**src/rtl/hc595_if.sv**
```systemverilog
// hc595_if: scan-stage inputs and 74HC595 pin outputs of the serial display driver
//   sel, seg         : one-hot digit select / segment pattern from the scan stage
//   ds, shcp, stcp   : serial data, shift clock, storage (latch) clock to the 595 chain
//   oe_n, frame_done : output enable (active-low), one-clk pulse per completed latch
interface hc595_if;
    logic [7:0] sel;
    logic [7:0] seg;
    logic       ds;
    logic       shcp;
    logic       stcp;
    logic       oe_n;
    logic       frame_done;
    modport master (input sel, seg, output ds, shcp, stcp, oe_n, frame_done);
    modport slave (output sel, seg, input ds, shcp, stcp, oe_n, frame_done);
endinterface

```
**src/rtl/hc595_drv.sv**
```systemverilog
// hc595_drv: continuously refreshes two cascaded 74HC595s with {seg, sel}, MSB first
//   clk, rst : system clock, synchronous active-high reset
//   bus      : hc595_if master (sel/seg in; ds, shcp, stcp, oe_n, frame_done out)
//   DIV      : clk cycles per shift-timing tick (2..65535)
module hc595_drv #(
    parameter int DIV = 4
) (
    input  logic     clk,
    input  logic     rst,
    hc595_if.master  bus
);
    typedef enum logic [1:0] {LOAD, SHIFT_L, SHIFT_H, LATCH} state_t;
    state_t      state;
    logic [15:0] div_cnt;
    logic [3:0]  bit_cnt;
    logic [15:0] sr;
    logic        tick;
    assign tick = div_cnt == 16'(DIV - 1);
    // The top of the shift register is the registered serial data bit.
    assign bus.ds = sr[15];
    always_ff @(posedge clk) begin
        if (rst) begin
            div_cnt        <= '0;
            state          <= LOAD;
            bit_cnt        <= '0;
            sr             <= '0;
            bus.shcp       <= 1'b0;
            bus.stcp       <= 1'b0;
            bus.oe_n       <= 1'b1;
            bus.frame_done <= 1'b0;
        end else begin
            div_cnt        <= tick ? '0 : div_cnt + 16'd1;
            bus.frame_done <= 1'b0;
            if (tick) begin
                case (state)
                    LOAD: begin
                        sr      <= {bus.seg, bus.sel};
                        bit_cnt <= '0;
                        state   <= SHIFT_L;
                    end
                    SHIFT_L: begin
                        bus.shcp <= 1'b1;
                        state    <= SHIFT_H;
                    end
                    SHIFT_H: begin
                        bus.shcp <= 1'b0;
                        if (bit_cnt == 4'd15) begin
                            bus.stcp <= 1'b1;
                            state    <= LATCH;
                        end else begin
                            sr      <= {sr[14:0], 1'b0};
                            bit_cnt <= bit_cnt + 4'd1;
                            state   <= SHIFT_L;
                        end
                    end
                    default: begin
                        bus.stcp       <= 1'b0;
                        bus.frame_done <= 1'b1;
                        bus.oe_n       <= 1'b0;
                        state          <= LOAD;
                    end
                endcase
            end
        end
    end
endmodule

```
**src/flat_wrapper.sv**
```systemverilog
// flat-port wrapper written by rule: the top's interface ports become plain ports
module hc595_drv_flat 
#(
    parameter int DIV = 4
)
  (clk, rst, bus_sel, bus_seg, bus_ds, bus_shcp, bus_stcp, bus_oe_n, bus_frame_done);
  hc595_if bus_i ();
  input  logic clk;
  input  logic rst;
  input wire logic [$bits(bus_i.sel)-1:0] bus_sel;
  input wire logic [$bits(bus_i.seg)-1:0] bus_seg;
  output wire logic [$bits(bus_i.ds)-1:0] bus_ds;
  output wire logic [$bits(bus_i.shcp)-1:0] bus_shcp;
  output wire logic [$bits(bus_i.stcp)-1:0] bus_stcp;
  output wire logic [$bits(bus_i.oe_n)-1:0] bus_oe_n;
  output wire logic [$bits(bus_i.frame_done)-1:0] bus_frame_done;
  assign bus_i.sel = bus_sel;
  assign bus_i.seg = bus_seg;
  assign bus_ds = bus_i.ds;
  assign bus_shcp = bus_i.shcp;
  assign bus_stcp = bus_i.stcp;
  assign bus_oe_n = bus_i.oe_n;
  assign bus_frame_done = bus_i.frame_done;
  hc595_drv #(.DIV(DIV)) u_core (.clk(clk), .rst(rst), .bus(bus_i));
endmodule
```
**config.mk**
```make
export PLATFORM = sky130hd
export DESIGN_NAME = hc595_drv_flat
export DESIGN_NICKNAME = d
export VERILOG_FILES = /design/src/rtl/hc595_if.sv /design/src/rtl/hc595_drv.sv /design/src/flat_wrapper.sv
export SDC_FILE = /design/constraint.sdc
export NUM_CORES = 1
export LEC_CHECK = 0
export CORE_UTILIZATION = 55
export CTS_BUF_LIST = sky130_fd_sc_hd__clkbuf_16
export DETAILED_ROUTE_END_ITERATION = 6
export GPL_TIMING_DRIVEN = 0
export PLACE_DENSITY = 0.78
export REMOVE_ABC_BUFFERS = 1
export SKIP_LAST_GASP = 1
export SYNTH_ARGS = -nofsm -noshare
export SYNTH_HDL_FRONTEND = slang
export SYNTH_SLANG_ARGS = --single-unit
```
**constraint.sdc**
```tcl
create_clock -name clk -period 2.1 [get_ports clk]
set_input_delay 0.315 -clock clk [delete_from_list [all_inputs] [get_ports clk]]
set_output_delay 0.315 -clock clk [all_outputs]
set_load 0.005 [all_outputs]
```
=== Word-level counts from Yosys, hierarchy flattened ===
Index checks and enable logic that the tools add are counted.

* RAM bits: 0
* ROM bits: 0
* Logic and storage cells: 40
* Latch bits: 0
* Register bits: 42
* Bits of input ports: 18
* Output and inout bits: 5
* Memories: 0

* Eq/ne operators: 6
* Shifts and indexed selects: 0
* Reductions and logical operators: 11
* $lt $le $gt $ge: 0
* Bitwise logic cells: 3
* $mul: 0
* Muxes and demuxes: 10
* $add $sub $neg: 2
* Div/mod/pow operators: 0

{| class="wikitable"
|+ Operators by type and width
! kind !! number
|-
| one-hot mux 16 bit (2 select lines) || 1
|-
| adder 16 x 1 -> 16 bit (second input constant) || 1
|-
| == test 16 x 2 -> 1 bit (second input constant) || 1
|-
| 2-to-1 mux 16 bit || 1
|-
| one-hot mux 4 bit (2 select lines) || 1
|-
| one-hot mux 2 bit (3 select lines) || 1
|-
| AND reduction 3 bit || 2
|-
| OR reduction 2 bit || 3
|-
| adder 4 x 1 -> 4 bit (second input constant) || 1
|-
| == test 4 bit (second input constant) || 1
|-
| 2-to-1 mux 4 bit || 1
|-
| one-hot mux 1 bit (2 select lines) || 2
|-
| AND reduction 2 bit || 2
|-
| nonzero test 2 bit || 2
|-
| NOT 1 bit || 3
|-
| OR reduction 3 bit || 1
|-
| == test 2 x 1 -> 1 bit (second input constant) || 1
|-
| == test 2 bit (second input constant) || 1
|-
| logical NOT 2 bit || 1
|-
| 2-to-1 mux 1 bit || 2
|-
| 2-to-1 mux 2 bit || 1
|-
| inequality test 2 x 1 -> 1 bit (second input constant) || 1
|-
| inequality test 2 bit (second input constant) || 1
|}

=== Longest topological paths before layout ===
* Depth in word-level cells: 4
* Gate-level depth with buffers: 8

=== Least setup slack after synthesis ===
No wires, ideal clock.

* Kind: reg-to-reg
* Start: register u_core.state[0]
* End: register u_core.sr[8]
* Data arrival time: 1.781 ns
* Clock period less this slack: 1.851 ns
* Buffers on the path: 2
* Setup slack: 0.249 ns
* Cell stages (with the launch flop): 9
* Path through: dfxtp_1 > inv_1 > ha_1 > buf_2 > nand4_1 > o21ai_0 > clkbuf_1 > or3_1 > a21oi_1

* Word-level cells in the longest chain between the ends: 3
* Elaborated cells on any way between the ends: 6

{| class="wikitable"
|+ RTL lines
! element !! RTL line !! RTL
|-
| start: declaration || hc595_drv.sv:13 || <nowiki>state_t state;</nowiki>
|-
| start signal: assignment || hc595_drv.sv:24 || <nowiki>state <= LOAD;</nowiki>
|-
| start signal: assignment || hc595_drv.sv:39 || <nowiki>state <= SHIFT_L;</nowiki>
|-
| start signal: assignment || hc595_drv.sv:43 || <nowiki>state <= SHIFT_H;</nowiki>
|-
| == test 2 bit or logical NOT 2 bit (tied branches) || hc595_drv.sv:35 || <nowiki>case (state)</nowiki>
|-
| inequality test 2 bit (no source line) or nonzero test 2 bit (tied branches) || -- ||
|-
| AND reduction 3 bit (no source line) || -- ||
|-
| end signal: assignment || hc595_drv.sv:37 || <nowiki>sr <= {bus.seg, bus.sel};</nowiki>
|-
| end signal: assignment || hc595_drv.sv:51 || <nowiki>sr <= {sr[14:0], 1'b0};</nowiki>
|-
| end: declaration || hc595_drv.sv:16 || <nowiki>logic [15:0] sr;</nowiki>
|}

Several ways; a longest one is shown, not always the timed one.
A chain may end at the register's enable or synchronous reset.

=== Worst setup path after layout ===
* Start: register u_core.div_cnt[14]
* End: register u_core.bit_cnt[3]

* Word-level cells in the longest chain between the ends: 2

{| class="wikitable"
|+ RTL lines
! element !! RTL line !! RTL
|-
| start: declaration || hc595_drv.sv:14 || <nowiki>logic [15:0] div_cnt;</nowiki>
|-
| start signal: assignment || hc595_drv.sv:32 || <nowiki>div_cnt <= tick ? '0 : div_cnt + 16'd1;</nowiki>
|-
| == test 16 x 2 -> 1 bit || hc595_drv.sv:18 || <nowiki>assign tick = div_cnt == 16'(DIV - 1);</nowiki>
|-
| AND reduction 3 bit (no source line) || -- ||
|-
| end signal: assignment || hc595_drv.sv:52 || <nowiki>bit_cnt <= bit_cnt + 4'd1;</nowiki>
|-
| end: declaration || hc595_drv.sv:15 || <nowiki>logic [3:0] bit_cnt;</nowiki>
|}

Every way passes these cells.

==> impl_metrics.csv <==
group,metric,value,unit
outcome,status,"completed",
sta,finalSetupViolations,0,
pwr,p_per_area,703.1,mW/mm^2
drt,routedWlPerCell,15.21,um
final_layout,area_delta_synth_final,27.78,%
synthesis,synthTopCellsByArea,"dfxtp_1 41%, mux2i_1 7.3%, o21ai_0 5.6%",
synthesis,synth.most_common_cell,"dfxtp_1",
synthesis,yosysTopAreaCell,"dfxtp_1",
clocking,cts_buffer_depth,2,
global_route,grt_antenna_before_repair,0,
floorplanning,initial_utilization,0.5934,
global_route,grt_pass1_wl,7686,um
final_layout,num_antenna_cells,0,
drt,wl,4671,um
sta,slew_headroom,0.3186,
pwr,p_total,0.001849,W
global_route,grt_overflow_total,0,
clocking,clk_pin_slew,0.06,ns
synthesis,yosysTopAreaCellShare,0.4085,
floorplanning,fp-row-count,21,
sta,tightest_slew,1.019,ns
synthesis,synth-simple-area-share,0.2359,
sta,maxSlewViolCount,0,
clocking,cts_hold_buf,0,
critical_path,worst_setup_path_start_kind,"register",
critical_path,crit_path_max_fanout,11,
critical_path,cp_cell_sequence,"nor4_4, nand4_4, or4b_1, a31oi_1",
place,gp_congestion,0.8141,
synthesis,synth_fa_ha_area_frac,0.04255,
critical_path,slowest_stage,"or4b_1",
sta,skew,0.009507,ns
place,dp_hpwl,2427,um
final_layout,nets,286,
critical_path,endpoint_kind,"register",
synthesis,ys_warn_count,0,
synthesis,ys_types,36,
critical_path,slowest_delay,0.56,ns
clocking,numCtsBuffers,5,
clocking,htree_levels,2,
clocking,cts-root-buf,"clkbuf_16",
synthesis,synth_xor_area_frac,0.05957,
floorplanning,dieWidth,63.18,um
sta,tns,0,ns
critical_path,critPathArrivalTime,2.21,ns
synthesis,synth_compound_area_frac,0.1301,
synthesis,synth_seq_area_share,0.4085,
sta,hold_viol,0,
final_layout,drive_gt1_frac,0.1303,
place,io_buffers,22,
synthesis,synth_cells,234,
synthesis,yosys_most_used_dff,"dfxtp_1",
global_route,grt_max_degree,28,
critical_path,path_class,"reg -> reg",
synthesis,syn_area,0.002058,sq mm
clocking,clk_latency,0.29,ns
synthesis,synth_mux_area_frac,0.07295,
synthesis,synth_top_family_by_area,"simple AND/OR/NAND/NOR gates",
sta,fin_crit_sh,0.9606,
clocking,cts_tree,"built",
pwr,vdd_drop_max,0.5503,mV
synthesis,ys_ff_latch,42,
clocking,clock-sinks,42,
critical_path,cp_data_required_time,2.29,ns
min_path,worstHoldPathType,"reg -> reg",
drt,drt_first_iter_violations,194,
sta,min_period,2.017,ns
synthesis,synth_edf_count,0,
drt,dr.pass1.iters,4,
run,drv_cap,0,
synthesis,netlist_top_cells_count,"42 x dfxtp_1, 23 x o21ai_0, 22 x nor2_1",
floorplanning,core,0.003468,sq mm
pwr,leakage,0.8390,nW
sta,fmax,495.7,MHz
floorplanning,die_h,63.18,um
final_layout,final_area,0.002630,sq mm
synthesis,async_reset_ff_frac,0,
drt,num_vias,1833,
floorplanning,ioPinCount,23,
drt,routed_via_density,5.971,
place,placed_area,0.002277,sq mm
global_route,grt_pass1_vias,1711,
floorplanning,dieArea,0.003991,sq mm
global_route,grt_use_total,0.2469,
synthesis,syn_area_per_cell,8.796,sq um
drt,ant_nets,0,
drt,drc,0,
-- where the power goes --
| group | switching, W | internal [W] | total [W] |
|---|---|---|---|
| registers | 0.0000197 | 0.000819 | 0.000839 |
| logic | 0.0000896 | 0.0000808 | 0.000170 |
| clock network | 0.000291 | 0.000549 | 0.000840 |
-- worst max-delay path, delay by kind of cell (launching register included) --
| kind | cells | cell delay, ns |
|---|---|---|
| AOI/OAI and AO/OA | 1 | 0.19 |
| DFF | 1 | 0.35 |
| and+or+nand+nor | 3 | 1.38 |
-- logic make-up (layout without fill, tap and decap cells) --
family,Yosys count,count (layout)
and+or+nand+nor,83,85
AOI/OAI and AO/OA,49,49
DFF,42,42
buffers and inverters,24,49
muxes,15,15
xor gates and xnor gates,14,14
adders and majority gates,7,7
-- final cells by class --
cell class | instances | area, sq um
Sequential cell | 42 | 842.1
Clock inverter | 2 | 33.78
Multi-Input combinational cell | 170 | 1216
Fill cell | 259 | 838.3
Timing Repair Buffer | 35 | 329.1
Clock buffer | 5 | 125.1
Inverter | 7 | 26.28
Tap cell | 46 | 57.56
-- final timing paths --
path | end | cells after the start | start | slack [ns]
worst min register to register | u_core.bus.oe_n | 1 | u_core.bus.oe_n | 0.45
worst max register to register | u_core.bit_cnt[3] | 4 | u_core.div_cnt[14] | 0.08
worst max-delay path | u_core.bit_cnt[3] | 4 | u_core.div_cnt[14] | 0.08
worst min-delay path | u_core.bus.oe_n | 1 | u_core.bus.oe_n | 0.45
-- cells in the final DEF (no fill, tap or decap), drive strengths merged, types with 2 or more instances in the layout --
cell / count
dfxtp: 42
o21ai: 23
nor2: 22
clkdlybuf4s50: 22
a21oi: 19
or3: 16
mux2i: 15
buf: 13
xnor2: 12
nand3: 9
nand4: 8
inv: 7
nand2: 7
nor4: 7
ha: 7
clkbuf: 5
nor3: 5
a31oi: 3
or4b: 2
nand4b: 2
xor2: 2
-- registers in the layout, summed over array words and instances, names as in the netlist --
| signal | count |
|---|---|
| u_core.state | 2 |
| u_core.bus.shcp | 1 |
| u_core.div_cnt | 16 |
| u_core.bus.frame_done | 1 |
| u_core.bus.stcp | 1 |
| u_core.sr | 16 |
| u_core.bus.oe_n | 1 |
| u_core.bit_cnt | 4 |
-- per-stage QoR --
stage / utilization / worst slack, ns / instances / hold WS [ns]
after floorplan: - / -0.7922 / 217 / 0.3812
after CTS: 0.7294 / 0.01871 / 297 / 0.4578
after global routing: 0.7583 / -0.002004 / 307 / 0.4899
after global placement: 0.6512 / -1.847 / 285 / 0.4415
final: 0.7583 / 0.08275 / 307 / 0.4519
after detailed placement: 0.6566 / -0.7027 / 286 / 0.4443
-- metal layers --
layer / track usage / wire length [um] / up-vias
li1: - / - / 891
met1: 0.3086 / 2072 / 868
met4: 0.09091 / 56 / 0
met2: 0.3992 / 2273 / 65
met3: 0.07428 / 269 / 9
met5: 0 / 0 / -
-- what timing repair did --
item,in CTS,in global routing
endpoints found under the setup margin,40,35
pin swaps,1,3
resized for setup,8,4
setup buffers,2,10
gates cloned,2,0
Note: power is estimated with default switching activity, not from simulation.
